==> src/rtl/spi_ram_arbiter.sv <==
// Purpose: shares one single-port sync RAM between an SPI command stream and a host req/gnt port.
// Latency: winner picked in IDLE (N), RAM access N+1, read data valid N+3; SPI frame edge F -> earliest access F+2.
// Backpressure: host holds its request until host_gnt; SPI has no stall, a lost slot command sets sticky spi_ovf.
// Option: ARB_ROUND_ROBIN_EN selects round-robin tie-break; undefined gives fixed SPI priority.
module spi_ram_arbiter #(
   parameter int DATA_SIZE = 8,
   parameter int ADDR_SIZE = 8
) (
   input  logic                   clk,
   input  logic                   rst,
   input  logic [DATA_SIZE+1:0]   spi_rx_data,
   input  logic                   spi_rx_valid,
   output logic [DATA_SIZE-1:0]   spi_tx_data,
   output logic                   spi_tx_valid,
   output logic                   spi_ovf,
   input  logic                   host_req,
   input  logic                   host_we,
   input  logic [ADDR_SIZE-1:0]   host_addr,
   input  logic [DATA_SIZE-1:0]   host_wdata,
   output logic                   host_gnt,
   output logic [DATA_SIZE-1:0]   host_rdata,
   output logic                   host_rvalid,
   output logic                   mem_en,
   output logic                   mem_we,
   output logic [ADDR_SIZE-1:0]   mem_addr,
   output logic [DATA_SIZE-1:0]   mem_wdata,
   input  logic [DATA_SIZE-1:0]   mem_rdata
);

   typedef enum logic [1:0] {IDLE, ACCESS, RDATA} state_t;

   state_t                 state;
   logic                   rx_vld_q;
   logic                   frame_edge;
   logic [1:0]             cmd;
   logic [DATA_SIZE-1:0]   payload;
   logic [ADDR_SIZE-1:0]   wr_addr;
   logic [ADDR_SIZE-1:0]   rd_addr;
   logic                   slot_vld;
   logic                   slot_we;
   logic [ADDR_SIZE-1:0]   slot_addr;
   logic [DATA_SIZE-1:0]   slot_wdata;
   logic                   cur_spi;
   logic                   cur_we;
   logic                   sel_spi;
   logic                   pending;
   logic                   slot_grant;
`ifdef ARB_ROUND_ROBIN_EN
   logic                   last_spi;
`endif

   // A frame is the first cycle spi_rx_valid is seen high; holding it high decodes nothing more.
   assign frame_edge = spi_rx_valid & ~rx_vld_q;
   assign cmd        = spi_rx_data[DATA_SIZE+1:DATA_SIZE];
   assign payload    = spi_rx_data[DATA_SIZE-1:0];
   assign pending    = slot_vld | host_req;
   assign slot_grant = (state == IDLE) & sel_spi;

   // Tie-break between a full SPI slot and a host request.
   always_comb begin
      sel_spi = 1'b0;
`ifdef ARB_ROUND_ROBIN_EN
      sel_spi = slot_vld & (~host_req | ~last_spi);
`else
      sel_spi = slot_vld;
`endif
   end

   // SPI front end: frame decode, address registers, pending slot and overflow flag.
   always_ff @(posedge clk or posedge rst) begin
      if (rst) begin
         rx_vld_q   <= 1'b0;
         wr_addr    <= '0;
         rd_addr    <= '0;
         slot_vld   <= 1'b0;
         slot_we    <= 1'b0;
         slot_addr  <= '0;
         slot_wdata <= '0;
         spi_ovf    <= 1'b0;
      end else begin
         rx_vld_q <= spi_rx_valid;
         if (slot_grant)
            slot_vld <= 1'b0;
         if (frame_edge) begin
            case (cmd)
               2'b00: wr_addr <= payload[ADDR_SIZE-1:0];
               2'b10: rd_addr <= payload[ADDR_SIZE-1:0];
               default: begin
                  // A slot command that lands on a full, un-granted slot replaces it.
                  if (slot_vld && !slot_grant)
                     spi_ovf <= 1'b1;
                  slot_vld   <= 1'b1;
                  slot_we    <= ~cmd[1];
                  slot_addr  <= cmd[1] ? rd_addr : wr_addr;
                  slot_wdata <= payload;
               end
            endcase
         end
      end
   end

   // Arbitration FSM driving the RAM port and returning read data to its owner.
   always_ff @(posedge clk or posedge rst) begin
      if (rst) begin
         state        <= IDLE;
         cur_spi      <= 1'b0;
         cur_we       <= 1'b0;
         mem_en       <= 1'b0;
         mem_we       <= 1'b0;
         mem_addr     <= '0;
         mem_wdata    <= '0;
         host_gnt     <= 1'b0;
         host_rdata   <= '0;
         host_rvalid  <= 1'b0;
         spi_tx_data  <= '0;
         spi_tx_valid <= 1'b0;
`ifdef ARB_ROUND_ROBIN_EN
         last_spi     <= 1'b0;
`endif
      end else begin
         host_rvalid <= 1'b0;
         case (state)
            IDLE: begin
               if (pending) begin
                  state   <= ACCESS;
                  mem_en  <= 1'b1;
                  cur_spi <= sel_spi;
`ifdef ARB_ROUND_ROBIN_EN
                  last_spi <= sel_spi;
`endif
                  if (sel_spi) begin
                     cur_we    <= slot_we;
                     mem_we    <= slot_we;
                     mem_addr  <= slot_addr;
                     mem_wdata <= slot_wdata;
                     host_gnt  <= 1'b0;
                  end else begin
                     cur_we    <= host_we;
                     mem_we    <= host_we;
                     mem_addr  <= host_addr;
                     mem_wdata <= host_wdata;
                     host_gnt  <= 1'b1;
                  end
               end
            end
            ACCESS: begin
               mem_en   <= 1'b0;
               mem_we   <= 1'b0;
               host_gnt <= 1'b0;
               state    <= cur_we ? IDLE : RDATA;
            end
            RDATA: begin
               if (cur_spi) begin
                  spi_tx_data  <= mem_rdata;
                  spi_tx_valid <= 1'b1;
               end else begin
                  host_rdata  <= mem_rdata;
                  host_rvalid <= 1'b1;
               end
               state <= IDLE;
            end
            default: state <= IDLE;
         endcase
         // A new frame means the master has moved on; stale read data is withdrawn.
         if (frame_edge)
            spi_tx_valid <= 1'b0;
      end
   end

endmodule

==> config.mk <==
export PLATFORM = sky130hd
export DESIGN_NAME = spi_ram_arbiter
export DESIGN_NICKNAME = d
export VERILOG_FILES = /design/src/rtl/spi_ram_arbiter.sv
export SDC_FILE = /design/constraint.sdc
export NUM_CORES = 1
export LEC_CHECK = 0
export BUFFER_PORTS_ARGS = -buffer_cell sky130_fd_sc_hd__buf_2
export CELL_PAD_IN_SITES_DETAIL_PLACEMENT = 0
export CELL_PAD_IN_SITES_GLOBAL_PLACEMENT = 1
export CORE_ASPECT_RATIO = 1.4
export CORE_MARGIN = 5
export CORE_UTILIZATION = 38
export CTS_CLUSTER_SIZE = 40
export DETAILED_ROUTE_END_ITERATION = 10
export PLACE_DENSITY = 0.8
export SLEW_MARGIN = 5
export SYNTH_ARGS = -nofsm -noshare
export SYNTH_HDL_FRONTEND = slang
export SYNTH_SLANG_ARGS = --single-unit
==> constraint.sdc <==
create_clock -name clk -period 2.6 [get_ports clk]
set_input_delay 0.78 -clock clk [delete_from_list [all_inputs] [get_ports clk]]
set_output_delay 0.78 -clock clk [all_outputs]
set_load 0.03 [all_outputs]
==> flow_summary.toml, run 1 <==
[synth]
synth-main-ff-cell = "dfrtp_1"
yosysTopAreaCellShare = 0.615
ys_ff_latch = 77
synth_seq_area_share = 0.615
synthArstFlopShare = 1.00
syn_area_sq_mm = 0.00313
yosys.area.top_type = "dfrtp_1"
synth_edf_count = 0
synth_cells = 234
syn_avg_cell_area_sq_um = 13.4
yosys-top-cells-area = "dfrtp_1 (62%), mux2_2 (16%), a221o_1 (4.5%), nor4_1 (2.8%), mux2i_1 (2.6%)"
yosys_warnings = 0
synth_nets = 273
ys_types = 26

[placement]
portBuffers = 76
place_hpwl_um = 4870
gp_congestion = 0.753

[power]
p_leak_nw = 1.91
power_density_mw_per_mm2 = 1240
max-vdd-ir-drop_v = 0.000583

[timing]
rsz0062_at_grt = "false"
tightest_slew_ns = 0.592
maxSlewViolCount = 0
fmax_ghz = 0.561
fin_crit_sh = 0.685
final-setup-viol-count = 0
finalHoldViolations = 0
fin_tns_setup_ns = 0
period_needed_ns = 1.78
skew_ns = 0.00601
slew_headroom = 0.604

[layout]
syn2layout_area_growth_pct = 25.0
final-seq-area_sq_mm = 0.00193
final_core_util = 0.483
layout_commonest_cell = "dfrtp_1"
multi_input_area_sq_mm = 0.00105
drive_gt1_frac = 0.456
final_nets = 354
layout_common_cells = "dfrtp_1 (77), buf_2 (76), mux2_2 (44), inv_1 (18)"
antenna_cells = 0
nFillCells = 748

[route]
detail-route-antenna-nets = 0
drc = 0
avgViaCountPerCell = 4.91
wl_um = 6700
drt_iter0_markers = 151
post_drt_wl_per_cell_um = 15.9
dr_total_vias = 2072
firstDrtPassIters = 4

[grt]
grt_max_degree = 78
grt_pass1_wl_um = 11300
overflow = 0
antenna_found_initial = 0
track_usage = 0.143
first_global_vias = 2259

[clock_tree]
cts_sinks = 77
cts_max_level = 3
path_clk_slew_ns = 0.05
clockBufferDepth = 2
cts_tree = "done"
cts-root-buf = "clkbuf_16"
cts_setup_buffers = 0
clock_latency_ns = 0.33
postCtsHoldBufs = 0
cts_resized = 0
cts_buffers = 9

[flow_run]
maxCapViolations = 0

[setup_path]
crit_path_max_fanout = 8
cp_data_arrival_time_ns = 1.99
worst_setup_path_end_kind = "flip-flop"
path_cells = "buf_2, nor2b_1, nor3b_2, mux2_2"
crit_path_start_kind = "input pin"
worst-path-buf-inv = 1
path_delay_family = "simple AND/OR/NAND/NOR gates"
crit_path_top_delay_cell = "nor3b_2"
required_ns = 2.81
cpPeakStageDelay_ns = 0.54
worstSetupPathType = "input pin to flip-flop"

[floorplan]
die-height_um = 117
dieArea_sq_mm = 0.0102
core_sq_mm = 0.00810
core.rowCount = 39
start_util = 0.387
pin_count = 77
die_x_um = 86.7

[hold_path]
hold_class = "flip-flop to flip-flop"

[status]
outcome = "completed"
## registers in the layout, indices dropped and copies added, names as in the netlist, 8 cells and up
signal	count
wr_addr	8
host_rdata	8
mem_wdata	8
mem_addr	8
spi_tx_data	8
slot_addr	8
slot_wdata	8
rd_addr	8
## worst reg2reg max path: cells and delay by family (launching register included)
kind                   cells  cell delay [ns]
buffers and inverters      1             0.27
AOI/OAI and AO/OA          1             0.16
DFF                        1             0.42
and+or+nand+nor            2             0.70
## per-layer routing
metal	up-vias	wire length, um	track usage
met1	1019	2770	0.174
met2	51	3390	0.235
met3	10	375	0.0365
met4	0	165	0.0673
li1	992	-	-
met5	-	0	0
## stage by stage
stage | total power [mW] | setup WS (ns) | std cells | hold slack (ns) | cell area [sq um]
CTS | 4.89 | 0.794 | 422 | 0.434 | 3910
finish | 4.84 | 0.818 | 422 | 0.427 | 3910
global placement | 3.67 | 0.483 | 406 | 0.411 | 3630
floorplan | 3.21 | 0.686 | 234 | 0.404 | 3140
global route | 5.12 | 0.701 | 422 | 0.460 | 3910
detailed placement | 3.72 | 0.444 | 406 | 0.425 | 3630
## synthesized netlist by cell type (2+ instances only)
| library cell | number |
|---|---|
| dfrtp_1 | 77 |
| mux2_2 | 44 |
| inv_1 | 19 |
| a221o_1 | 14 |
| nand2_1 | 14 |
| nor4_1 | 14 |
| o21ai_0 | 9 |
| mux2i_1 | 8 |
| clkbuf_1 | 7 |
| nor2_1 | 4 |
| buf_2 | 3 |
| buf_6 | 3 |
| nand3b_1 | 3 |
| a21o_1 | 2 |
| a21oi_1 | 2 |
## cell type report
| class | count | area share |
|---|---|---|
| inverter | 19 | 0.0192 |
| clock buffer | 13 | 0.0665 |
| sequential | 77 | 0.492 |
| timing repair buffer | 84 | 0.116 |
| clock inverter | 3 | 0.00512 |
| tap | 102 | 0.0326 |
| multi-input combinational | 124 | 0.269 |
## kinds of logic (layout without fill, tap and decap cells)
group / after synthesis / after routing / share of synthesized area
flops: 77 / 77 / 0.615
mux: 52 / 52 / 0.184
compound gates: 31 / 31 / 0.0799
simple gates: 41 / 41 / 0.0719
buf+inv: 33 / 119 / 0.0491
## worst paths after layout
path / endpoint / depth (start not counted) / from / slack, ns
worst max-delay path: wr_addr[2]$_DFFE_PP0P_ / 4 / spi_rx_valid / 0.82
worst min-delay path: state[1]$_DFFE_PP0P_ / 1 / cur_we$_DFFE_PP0P_ / 0.43
worst min register to register: state[1]$_DFFE_PP0P_ / 1 / cur_we$_DFFE_PP0P_ / 0.43
min in group asynchronous: mem_wdata[3]$_DFFE_PP0P_ / 3 / rst / 0.56
worst max register to register: mem_wdata[5]$_DFFE_PP0P_ / 4 / state[1]$_DFFE_PP0P_ / 0.99
max in group asynchronous: wr_addr[2]$_DFFE_PP0P_ / 3 / rst / 1.74
## report_power, final
| group | switching, mW | internal (mW) | total (mW) |
|---|---|---|---|
| registers | 0.230 | 1.64 | 1.87 |
| clock network | 0.463 | 0.697 | 1.16 |
| logic | 1.12 | 0.690 | 1.81 |
Note: power is estimated with default switching activity, not from simulation.
==> run 2, diff against run 1 <==
- ABC_AREA: default -> 1
- CORE_UTILIZATION: 38 -> 35
- clock period: 2.6 -> 1.59 ns (I/O delays scaled with it)
==> run 2 against run 1 <==
  * Worst setup slack worse by 0.61 ns
  * Sequential share of layout area down 1.9 points
  * Non-clock buffer count up 6
  * Wire length up 13%
  * Sequential power up 58%
  * Cell area up 4.0%
  * Critical path depth down 3
  * Critical path type is now flip-flop to output pin
  * Largest power group unchanged
  * Highest routed layer unchanged
==> flow_summary.toml, run 2 <==
[setup_path]
r2r_slack_ns = 0.40
path_delay_family = "flip-flops"
path_cells = "buf_2"
worst_setup_path_end_kind = "output pin"
crit_path_max_fanout = 2
crit_path_start_kind = "flip-flop"
worst-path-buf-inv = 1
worstSetupPathType = "flip-flop to output pin"
startpoint = "mem_addr[1]$_DFFE_PP0P_"
worstReg2RegEnd = "mem_we$_DFFE_PP0P_"
required_ns = 1.11
reg2reg_depth = 5
crit_path_top_delay_cell = "dfrtp_1"
cpPeakStageDelay_ns = 0.39
cp_data_arrival_time_ns = 0.91
r2r_start = "state[0]$_DFFE_PP0P_"

[timing]
skew_ns = 0.00359
fin_crit_sh = 0.870
tightest_slew_ns = 0.416
fmax_ghz = 0.723
rsz0062_at_grt = "false"
fin_ws_ns = 0.207
maxSlewViolCount = 0
period_needed_ns = 1.38
fin_tns_setup_ns = 0
slew_headroom = 0.722
final-setup-viol-count = 0
finalHoldViolations = 0

[layout]
final_core_util = 0.451
stdcell_area_sq_mm = 0.00407
layout_commonest_cell = "nand2_1"
drive_gt1_frac = 0.222
layout_common_cells = "nand2_1 (240), dfrtp_1 (77), buf_2 (76), nand3_1 (19)"
antenna_cells = 0
nFillCells = 931
syn2layout_area_growth_pct = 25.5
final_nets = 525

[route]
wl_um = 7590
dr_total_vias = 2708
drt_iter0_markers = 105
detail-route-antenna-nets = 0
post_drt_wl_per_cell_um = 12.7
firstDrtPassIters = 4
drc = 0
avgViaCountPerCell = 4.54

[floorplan]
start_util = 0.359
pin_count = 77
dieArea_sq_mm = 0.0113
die_x_um = 91.4
core.rowCount = 41
core_sq_mm = 0.00903
die-height_um = 124

[power]
power_density_mw_per_mm2 = 1860
p_leak_nw = 2.36
max-vdd-ir-drop_v = 0.00105
total_power_mw = 7.57

[grt]
grt_pass1_wl_um = 12900
track_usage = 0.145
grt_max_degree = 39
antenna_found_initial = 0
first_global_vias = 2732
overflow = 0

[clock_tree]
cts-root-buf = "clkbuf_16"
cts_setup_buffers = 0
clockBufferDepth = 2
clock_latency_ns = 0.33
cts_sinks = 77
cts_tree = "done"
cts_buffers = 9
cts_resized = 0
path_clk_slew_ns = 0.05
postCtsHoldBufs = 0
cts_max_level = 3

[synth]
synth_cells = 399
syn_area_sq_mm = 0.00324
synthArstFlopShare = 1.00
yosys.area.top_type = "dfrtp_1"
yosysTopAreaCellShare = 0.594
syn_avg_cell_area_sq_um = 8.13
yosys_warnings = 0
ys_types = 16
synth.top_cells.by_count = "nand2_1 (240), dfrtp_1 (77), inv_1 (19), nand3_1 (19), o21ai_0 (18)"
yosys-top-cells-area = "dfrtp_1 (59%), nand2_1 (28%), nand3_1 (2.9%), o21ai_0 (2.8%), inv_1 (2.2%)"
ys_ff_latch = 77
synth_seq_area_share = 0.594
synth-main-ff-cell = "dfrtp_1"
yosysMostFrequentCell = "nand2_1"
synth_nets = 438
synth_edf_count = 0

[placement]
portBuffers = 76
place_hpwl_um = 5900
gp_congestion = 0.770
dpl_cell_area_sq_mm = 0.00381
pre_cts_slack_ns = 0.201

[status]
outcome = "completed"

[flow_run]
maxCapViolations = 0

[hold_path]
hold_class = "input pin to async pin"
==> run 2: worst max-delay path by stage <==
stage | to | depth (start not counted)
2_1_floorplan | cur_spi$_DFFE_PP0P_ | 1
3_3_place_gp | rd_addr[0]$_DFFE_PP0P_ | 6
3_5_place_dp | rd_addr[2]$_DFFE_PP0P_ | 6
4_1_cts | mem_addr[1] | 1
5_1_grt | spi_tx_valid | 1
6_report | mem_addr[1] | 1
==> run 2: logic make-up after synthesis <==
| group | after synthesis | share of synthesized area |
|---|---|---|
| AND/OR/NAND/NOR | 269 | 0.328 |
| flip-flops | 77 | 0.594 |
| buffers and inverters | 34 | 0.0486 |
| AO/OA/AOI/OAI | 19 | 0.0293 |
==> run 2: metal layers <==
layer / up-vias / share of wire / global-route usage
met5: - / 0 / 0
met4: 0 / 0.014 / 0.0550
met3: 8 / 0.054 / 0.0447
met2: 64 / 0.49 / 0.240
met1: 1241 / 0.44 / 0.179
li1: 1395 / - / -
==> run 2: area by class of cell <==
cell class / instances / area (sq um) / share of cell area
well taps: 107 / 134 / 0.0329
flip-flops and latches: 77 / 1930 / 0.473
repair buffers: 90 / 510 / 0.125
clock buffers: 13 / 250 / 0.0615
inverters: 20 / 78.8 / 0.0194
multi-input cells: 288 / 1160 / 0.285
clock inverters: 2 / 10.0 / 0.00246
==> run 2: metrics by stage <==
step	instances	hold slack, ns
after global routing	597	0.171
final	597	0.146
after detailed placement	582	0.418
after floorplan	399	0.404
after CTS	597	0.147
after global placement	582	0.416
==> run 2: report_power, final <==
group	leakage [nW]	total [mW]	switching (mW)	internal, mW
Sequential	0.959	2.96	0.336	2.62
Combinational	1.27	2.80	1.97	0.832
Clock	0.129	1.81	0.720	1.09
Total	2.36	7.57	3.02	4.54
